### config.mk
export PLATFORM = sky130hd
export DESIGN_NAME = ps2_scancode_rx
export DESIGN_NICKNAME = d
export VERILOG_FILES = /design/src/rtl/ps2_scancode_rx_pkg.sv /design/src/rtl/ps2_scancode_rx_fifo.sv /design/src/rtl/ps2_scancode_rx.sv
export SDC_FILE = /design/constraint.sdc
export NUM_CORES = 1
export LEC_CHECK = 0
export CAP_MARGIN = 20
export CORE_MARGIN = 4
export CORE_UTILIZATION = 45
export CTS_CLUSTER_SIZE = 14
export DETAILED_ROUTE_END_ITERATION = 7
export PLACE_DENSITY = 0.65
export SKIP_LAST_GASP = 1
export SYNTH_ARGS = -nofsm -noshare
export SYNTH_HDL_FRONTEND = slang
export SYNTH_HIERARCHICAL = 1
export SYNTH_SLANG_ARGS = --single-unit
### constraint.sdc
create_clock -name clk -period 5.84 [get_ports clk]
set_input_delay 1.168 -clock clk [delete_from_list [all_inputs] [get_ports clk]]
set_output_delay 1.168 -clock clk [all_outputs]
set_load 0.02 [all_outputs]
### src/rtl/ps2_scancode_rx_pkg.sv
// ps2_scancode_rx_pkg
//   Shared definitions for the PS/2 scancode receiver: deframer state
//   encoding and the default build-time constants.
//   Build option: PS2_PARITY_CHECK_EN (see ps2_scancode_rx.sv).
package ps2_scancode_rx_pkg;

  localparam int DEF_FIFO_DEPTH     = 8;      // scancode buffer entries
  localparam int DEF_FILTER_LEN     = 8;      // equal samples to accept a ps2clk change
  localparam int DEF_TIMEOUT_CYCLES = 14000;  // 2 ms at 7 MHz

  typedef enum logic [1:0] {
    ST_IDLE   = 2'd0,
    ST_DATA   = 2'd1,
    ST_PARITY = 2'd2,
    ST_STOP   = 2'd3
  } rx_state_t;

endpackage

### src/rtl/ps2_scancode_rx_fifo.sv
// scancode_fifo
//   Circular scancode buffer between the PS/2 deframer and the CPU read path.
//   Ports:
//     clk, rst      - clock, asynchronous active-high reset
//     push          - write push_data this cycle (dropped when full unless popping)
//     push_data     - byte to store
//     pop           - remove head entry (ignored when empty)
//     dout          - head entry, all zeros when empty
//     empty, count  - occupancy
//     overflow      - sticky, set when a push was dropped, cleared by an accepted pop
//   Handshake: push and pop are single-cycle strobes; there is no ready
//   signal, acceptance is decided purely by occupancy in the same cycle.
module scancode_fifo #(
  parameter int DEPTH = 8,
  parameter int WIDTH = 8
) (
  input  logic                     clk,
  input  logic                     rst,
  input  logic                     push,
  input  logic [WIDTH-1:0]         push_data,
  input  logic                     pop,
  output logic [WIDTH-1:0]         dout,
  output logic                     empty,
  output logic [$clog2(DEPTH):0]   count,
  output logic                     overflow
);

  localparam int AW = $clog2(DEPTH);
  localparam int CW = AW + 1;
  localparam logic [CW-1:0] FULL_CNT = CW'(DEPTH);

  logic [WIDTH-1:0] mem_q [DEPTH];
  logic [AW-1:0]    rd_ptr_q, rd_ptr_d;
  logic [AW-1:0]    wr_ptr_q, wr_ptr_d;
  logic [CW-1:0]    count_q, count_d;
  logic             overflow_q, overflow_d;
  logic             do_pop, do_push, full;

  always_comb begin
    full    = (count_q == FULL_CNT);
    do_pop  = pop && (count_q != '0);
    // A pop in the same cycle frees the slot, so a full buffer still accepts.
    do_push = push && (!full || do_pop);

    rd_ptr_d   = rd_ptr_q;
    wr_ptr_d   = wr_ptr_q;
    count_d    = count_q;
    overflow_d = overflow_q;

    // Pointers are AW bits wide, so the increment wraps modulo DEPTH.
    if (do_pop)  rd_ptr_d = rd_ptr_q + 1'b1;
    if (do_push) wr_ptr_d = wr_ptr_q + 1'b1;

    if (do_push && !do_pop)      count_d = count_q + 1'b1;
    else if (!do_push && do_pop) count_d = count_q - 1'b1;

    if (do_pop)                overflow_d = 1'b0;
    else if (push && !do_push) overflow_d = 1'b1;
  end

  always_ff @(posedge clk or posedge rst) begin
    if (rst) begin
      rd_ptr_q   <= '0;
      wr_ptr_q   <= '0;
      count_q    <= '0;
      overflow_q <= 1'b0;
    end else begin
      rd_ptr_q   <= rd_ptr_d;
      wr_ptr_q   <= wr_ptr_d;
      count_q    <= count_d;
      overflow_q <= overflow_d;
    end
  end

  // Storage needs no reset: dout is masked to zero whenever count is zero.
  always_ff @(posedge clk) begin
    if (do_push) mem_q[wr_ptr_q] <= push_data;
  end

  assign empty    = (count_q == '0);
  assign count    = count_q;
  assign overflow = overflow_q;
  assign dout     = empty ? '0 : mem_q[rd_ptr_q];

endmodule

### src/rtl/ps2_scancode_rx.sv
// ps2_scancode_rx
//   Deframes PS/2 device-to-host traffic (start, 8 data LSB first, parity,
//   stop) and buffers accepted scancodes for the CPU register read path.
//   Ports:
//     clk, rst         - 7 MHz system clock, asynchronous active-high reset
//     ps2clk, ps2data  - raw asynchronous PS/2 lines
//     rd_strobe        - one-cycle pop per CPU read, ignored when empty
//     dout             - head scancode (8'h00 when empty)
//     empty, count     - buffer occupancy
//     overflow         - sticky: a byte was dropped because the buffer was full
//     frame_err        - one-cycle pulse on a rejected or timed-out frame
//     state_dbg        - current deframer state (rx_state_t encoding)
//   Build option: define PS2_PARITY_CHECK_EN to reject frames whose 9-bit
//   data+parity is not odd; otherwise the parity bit is consumed and ignored.
module ps2_scancode_rx
  import ps2_scancode_rx_pkg::*;
#(
  parameter int FIFO_DEPTH     = DEF_FIFO_DEPTH,
  parameter int FILTER_LEN     = DEF_FILTER_LEN,
  parameter int TIMEOUT_CYCLES = DEF_TIMEOUT_CYCLES
) (
  input  logic                          clk,
  input  logic                          rst,
  input  logic                          ps2clk,
  input  logic                          ps2data,
  input  logic                          rd_strobe,
  output logic [7:0]                    dout,
  output logic                          empty,
  output logic [$clog2(FIFO_DEPTH):0]   count,
  output logic                          overflow,
  output logic                          frame_err,
  output logic [1:0]                    state_dbg
);

  localparam int FCW = $clog2(FILTER_LEN + 1);
  localparam int TCW = $clog2(TIMEOUT_CYCLES + 1);
  localparam logic [FCW-1:0] FILT_LAST = FCW'(FILTER_LEN - 1);
  localparam logic [TCW-1:0] TMO_LAST  = TCW'(TIMEOUT_CYCLES - 1);

  // Synchronizers reset high: an idle PS/2 bus has both lines released.
  logic clk_s1_q, clk_s2_q, dat_s1_q, dat_s2_q;

  always_ff @(posedge clk or posedge rst) begin
    if (rst) begin
      clk_s1_q <= 1'b1;
      clk_s2_q <= 1'b1;
      dat_s1_q <= 1'b1;
      dat_s2_q <= 1'b1;
    end else begin
      clk_s1_q <= ps2clk;
      clk_s2_q <= clk_s1_q;
      dat_s1_q <= ps2data;
      dat_s2_q <= dat_s1_q;
    end
  end

  // Glitch filter: count consecutive samples that differ from the accepted
  // level; the level flips on the FILTER_LEN-th one.
  logic           filt_q, filt_d;
  logic [FCW-1:0] filt_cnt_q, filt_cnt_d;
  logic           fall;

  always_comb begin
    filt_d     = filt_q;
    filt_cnt_d = '0;
    if (clk_s2_q != filt_q) begin
      if (filt_cnt_q == FILT_LAST) filt_d = clk_s2_q;
      else                         filt_cnt_d = filt_cnt_q + 1'b1;
    end
    fall = filt_q && !filt_d;
  end

  always_ff @(posedge clk or posedge rst) begin
    if (rst) begin
      filt_q     <= 1'b1;
      filt_cnt_q <= '0;
    end else begin
      filt_q     <= filt_d;
      filt_cnt_q <= filt_cnt_d;
    end
  end

  // Deframer
  rx_state_t      state_q, state_d;
  logic [2:0]     bit_cnt_q, bit_cnt_d;
  logic [7:0]     shift_q, shift_d;
  logic [TCW-1:0] tmo_q, tmo_d;
  logic           push_q, push_d;
  logic [7:0]     push_data_q, push_data_d;
  logic           err_q, err_d;
  logic           frame_ok;
`ifdef PS2_PARITY_CHECK_EN
  logic           parity_q, parity_d;
`endif

  always_comb begin
    state_d     = state_q;
    bit_cnt_d   = bit_cnt_q;
    shift_d     = shift_q;
    tmo_d       = '0;
    push_d      = 1'b0;
    push_data_d = push_data_q;
    err_d       = 1'b0;
`ifdef PS2_PARITY_CHECK_EN
    parity_d    = parity_q;
    frame_ok    = dat_s2_q && (^{parity_q, shift_q});
`else
    frame_ok    = dat_s2_q;
`endif

    if (fall) begin
      case (state_q)
        ST_IDLE: begin
          // A high sample here is line noise, not a start bit.
          if (!dat_s2_q) begin
            state_d   = ST_DATA;
            bit_cnt_d = 3'd0;
          end
        end
        ST_DATA: begin
          shift_d   = {dat_s2_q, shift_q[7:1]};
          bit_cnt_d = bit_cnt_q + 3'd1;
          if (bit_cnt_q == 3'd7) state_d = ST_PARITY;
        end
        ST_PARITY: begin
`ifdef PS2_PARITY_CHECK_EN
          parity_d = dat_s2_q;
`endif
          state_d  = ST_STOP;
        end
        default: begin  // ST_STOP
          if (frame_ok) begin
            push_d      = 1'b1;
            push_data_d = shift_q;
          end else begin
            err_d = 1'b1;
          end
          state_d = ST_IDLE;
        end
      endcase
    end else if (state_q != ST_IDLE) begin
      if (tmo_q == TMO_LAST) begin
        state_d = ST_IDLE;
        err_d   = 1'b1;
      end else begin
        tmo_d = tmo_q + 1'b1;
      end
    end
  end

  always_ff @(posedge clk or posedge rst) begin
    if (rst) begin
      state_q     <= ST_IDLE;
      bit_cnt_q   <= '0;
      shift_q     <= '0;
      tmo_q       <= '0;
      push_q      <= 1'b0;
      push_data_q <= '0;
      err_q       <= 1'b0;
`ifdef PS2_PARITY_CHECK_EN
      parity_q    <= 1'b0;
`endif
    end else begin
      state_q     <= state_d;
      bit_cnt_q   <= bit_cnt_d;
      shift_q     <= shift_d;
      tmo_q       <= tmo_d;
      push_q      <= push_d;
      push_data_q <= push_data_d;
      err_q       <= err_d;
`ifdef PS2_PARITY_CHECK_EN
      parity_q    <= parity_d;
`endif
    end
  end

  assign frame_err = err_q;
  assign state_dbg = state_q;

  scancode_fifo #(
    .DEPTH (FIFO_DEPTH),
    .WIDTH (8)
  ) u_fifo (
    .clk       (clk),
    .rst       (rst),
    .push      (push_q),
    .push_data (push_data_q),
    .pop       (rd_strobe),
    .dout      (dout),
    .empty     (empty),
    .count     (count),
    .overflow  (overflow)
  );

endmodule

==> summary.txt <==
Final layout
  • Final cell utilization of the core: 53.73%
  • Nets: 391
  • Most frequent cells in the layout: 64 x edfxtp_1, 52 x dfrtp_1, 26 x nor2_1
  • Commonest non-fill, non-tap cell in the layout: edfxtp_1
  • Area growth from synthesis to layout: 17.21%
  • # diodes: 0
  • Layout cell share with drive strength beyond 1: 22.92%

Drt
  • Drt initial violations: 178
  • DRT Wirelength: 8473 µm
  • Vias post-DR: 2822
  • DRC: 0
  • Avg WL per Cell: 16.08 µm
  • Pre-antenna DRT Iters: 4
  • Antenna Violating Nets Remaining: 0
  • Vias per inst: 5.355

Logic synthesis
  • Post-synthesis sequential area ratio: 64.09%
  • Post-synth EDFFs: 64
  • Top FF cell, synth: edfxtp_1
  • Most area-consuming cells after synthesis: edfxtp_1 37%, dfrtp_1 25%, mux4_2 6.9%
  • Syn Area/Cell: 15.58 µm²
  • Synth warn: 6
  • Async set-reset flop share out of synthesis: 47.11%
  • Top cell type's share of synthesized area: 36.72%
  • Mapped Cells: 336
  • Syn Nets: 356
  • Cell taking the most area after synthesis: edfxtp_1
  • Synth cell types: 57
  • Flops & latches, synth: 121
  • Synth Cell Area: 0.005234 mm²

Power
  • VDD IR-drop max: 0.2035 mV
  • Static leakage: 2.453 nW
  • Combinational share of power: 2.4%
  • Pwr dens: 313.6 mW/mm²
  • NetSw: 0.0004108 W
  • Cell internal pwr: 0.001513 W
  • Clock power frac: 49.6%
  • Sequential Power Share: 48.0%
  • Switch share: 21.35%

Floorplanning
  • Core area: 0.01142 mm²
  • Die Span Y: 115.8 µm
  • I/O pin count: 22
  • Site Rows: 39
  • Initial Util: 45.84%
  • Chip Width: 115.8 µm
  • Total Die Area: 0.01342 mm²

Clocking
  • H-tree Lvls: 4
  • Clk buf depth: 2
  • CTS tree: done
  • CTS sink count: 121
  • Hold_buf cts: 0
  • Setup bufs post-CTS: 0
  • Cts repair resizes: 0
  • Clock root buffer: clkbuf_16
  • Clock Latency Late Sink: 410 ps
  • CTS Buf Count: 17
  • Register clock-pin slew on the reported worst setup and hold paths: 50 ps

Global route
  • Largest net degree at the start of global routing: 47
  • Antenna violations before repair: 0
  • GRT Total Usage: 14.47%
  • Overflow after GRT: 0
  • First-pass GRT wire length: 14630 µm
  • Number of global-route vias before repair: 2916

Timing
  • Worst-Margin Slew: 1054 ps
  • Final Cycle Share: 67.59%
  • TNS Setup: 0 ps
  • Period minus WS final: 3947 ps
  • RSZ-0062 raised after global routing: no
  • Clock skew: 4.379 ps
  • Slew Limit Fails: 0
  • Final setup violation count: 0
  • Setup WS post-layout: 1893 ps
  • Final-report hold violation count: 0
  • Slew Limit Headroom: 29.23%
  • Peak Freq: 253.3 MHz

Worst setup path
  • CP delay by family, top: flip-flops
  • CP endpoint kind: output pin
  • Critical Path Start Type: flip-flop
  • Crit path DAT: 2780 ps
  • Worst-path cell chain: mux4_2 -> a22o_1 -> clkdlybuf4s50_1
  • CP max FO: 18
  • CP Buf/Inv Count: 1
  • Slowest-stage cell, CP: dfrtp_1
  • Slowest stage delay, CP: 980 ps
  • Worst Path Required: 4670 ps
  • Setup Crit Path Kind: flip-flop to output pin

Place
  • DP Worst Slack: 2201 ps
  • RePlAce Congestion: 0.7662
  • PortBufs: 21
  • Dpl hpwl: 5862 µm

Outcome
  • Status: completed

Worst hold path
  • Worst hold path class: flip-flop to flip-flop

Job
  • # Max-Cap Violations: 0
[kinds of logic after synthesis]
family / synth area share (%)
flops: 64.09
simple gates: 10.45
mux: 11.43
compound gates: 4.638
buf+inv: 2.319
xor+xnor: 3.347
fa+ha+maj: 3.729
[cell usage after synthesis (2+ instances only)]
master	count
a22o_1	11
a31oi_1	3
nand3_1	10
nor2b_1	4
mux4_2	16
nand2_1	13
nor2_1	26
or3_1	4
o211ai_1	3
a21oi_1	2
edfxtp_1	64
nor3_1	8
o221ai_1	2
nand4bb_1	2
mux2i_1	2
inv_1	12
mux2_2	18
nor4_1	5
xor2_1	2
buf_4	3
clkbuf_1	2
dfrtp_1	52
buf_6	2
xnor2_1	18
ha_1	14
dfstp_2	5
nand3b_1	2
o21ai_0	2
[power groups by stage]
stage          Sequential (W)  Clock, W  Combinational [W]
2_1_floorplan        0.000937         0          0.0000365
6_report             0.000923  0.000955          0.0000462
5_1_grt              0.000925   0.00103          0.0000524
3_3_place_gp         0.000939         0          0.0000460
3_5_place_dp         0.000940         0          0.0000470
4_1_cts              0.000923  0.000982          0.0000476
[through the flow]
step / std cells / total power, W / hold WS (ps) / cell area, µm²
after global routing: 527 / 0.002007 / 357.9 / 6135
after global placement: 493 / 0.0009848 / 345.4 / 5569
final: 527 / 0.001924 / 354.9 / 6135
after CTS: 526 / 0.001953 / 355.2 / 6130
after floorplan: 336 / 0.0009736 / 345.2 / 5234
after detailed placement: 494 / 0.0009865 / 347.2 / 5574
[final cells by class]
class	instances	area, µm²
Tap cell	143	178.9
Fill cell	943	5284
Clock inverter	14	126.4
Clock buffer	18	429.2
Multi-Input combinational cell	193	1758
Timing Repair Buffer	26	242.7
Sequential cell	121	3354
Inverter	12	45.04
[path summary, 6_finish.rpt]
| path | startpoint | to | slack, ps | cells after the start |
|---|---|---|---|---|
| worst min register to register | dat_s1_q | dat_s2_q | 350 | 0 |
| max in group asynchronous | rst | tmo_q[2] | 3930 | 2 |
| worst max-delay path | u_fifo/rd_ptr_q[0] | dout[4] | 1890 | 3 |
| worst max register to register | u_fifo/count[0] | u_fifo/count[3] | 2890 | 9 |
| min in group asynchronous | rst | u_fifo/count[0] | 1110 | 2 |
| worst min-delay path | dat_s1_q | dat_s2_q | 350 | 0 |
[state kept, by name, summed over array words and instances (netlist names), 4 cells and up]
register / flops
shift_q: 8
push_data_q: 8
filt_cnt_q: 4
tmo_q: 14
u_fifo/count: 4
u_fifo/mem_q: 64
[metal layers]
metal	global-route usage, %	part of all wire (%)
met5	0	0
met4	6.806	2.1
met3	5.274	3.9
met2	21.37	47
met1	19.15	47
[worst register-to-register path: cells and delay by family (launching register included)]
kind	cells	cell delay, ps
simple gates	3	1200
fa+ha+maj	2	560
compound gates	2	370
flops	1	460
buf+inv	2	230
Power figures use the tool's default switching activity.
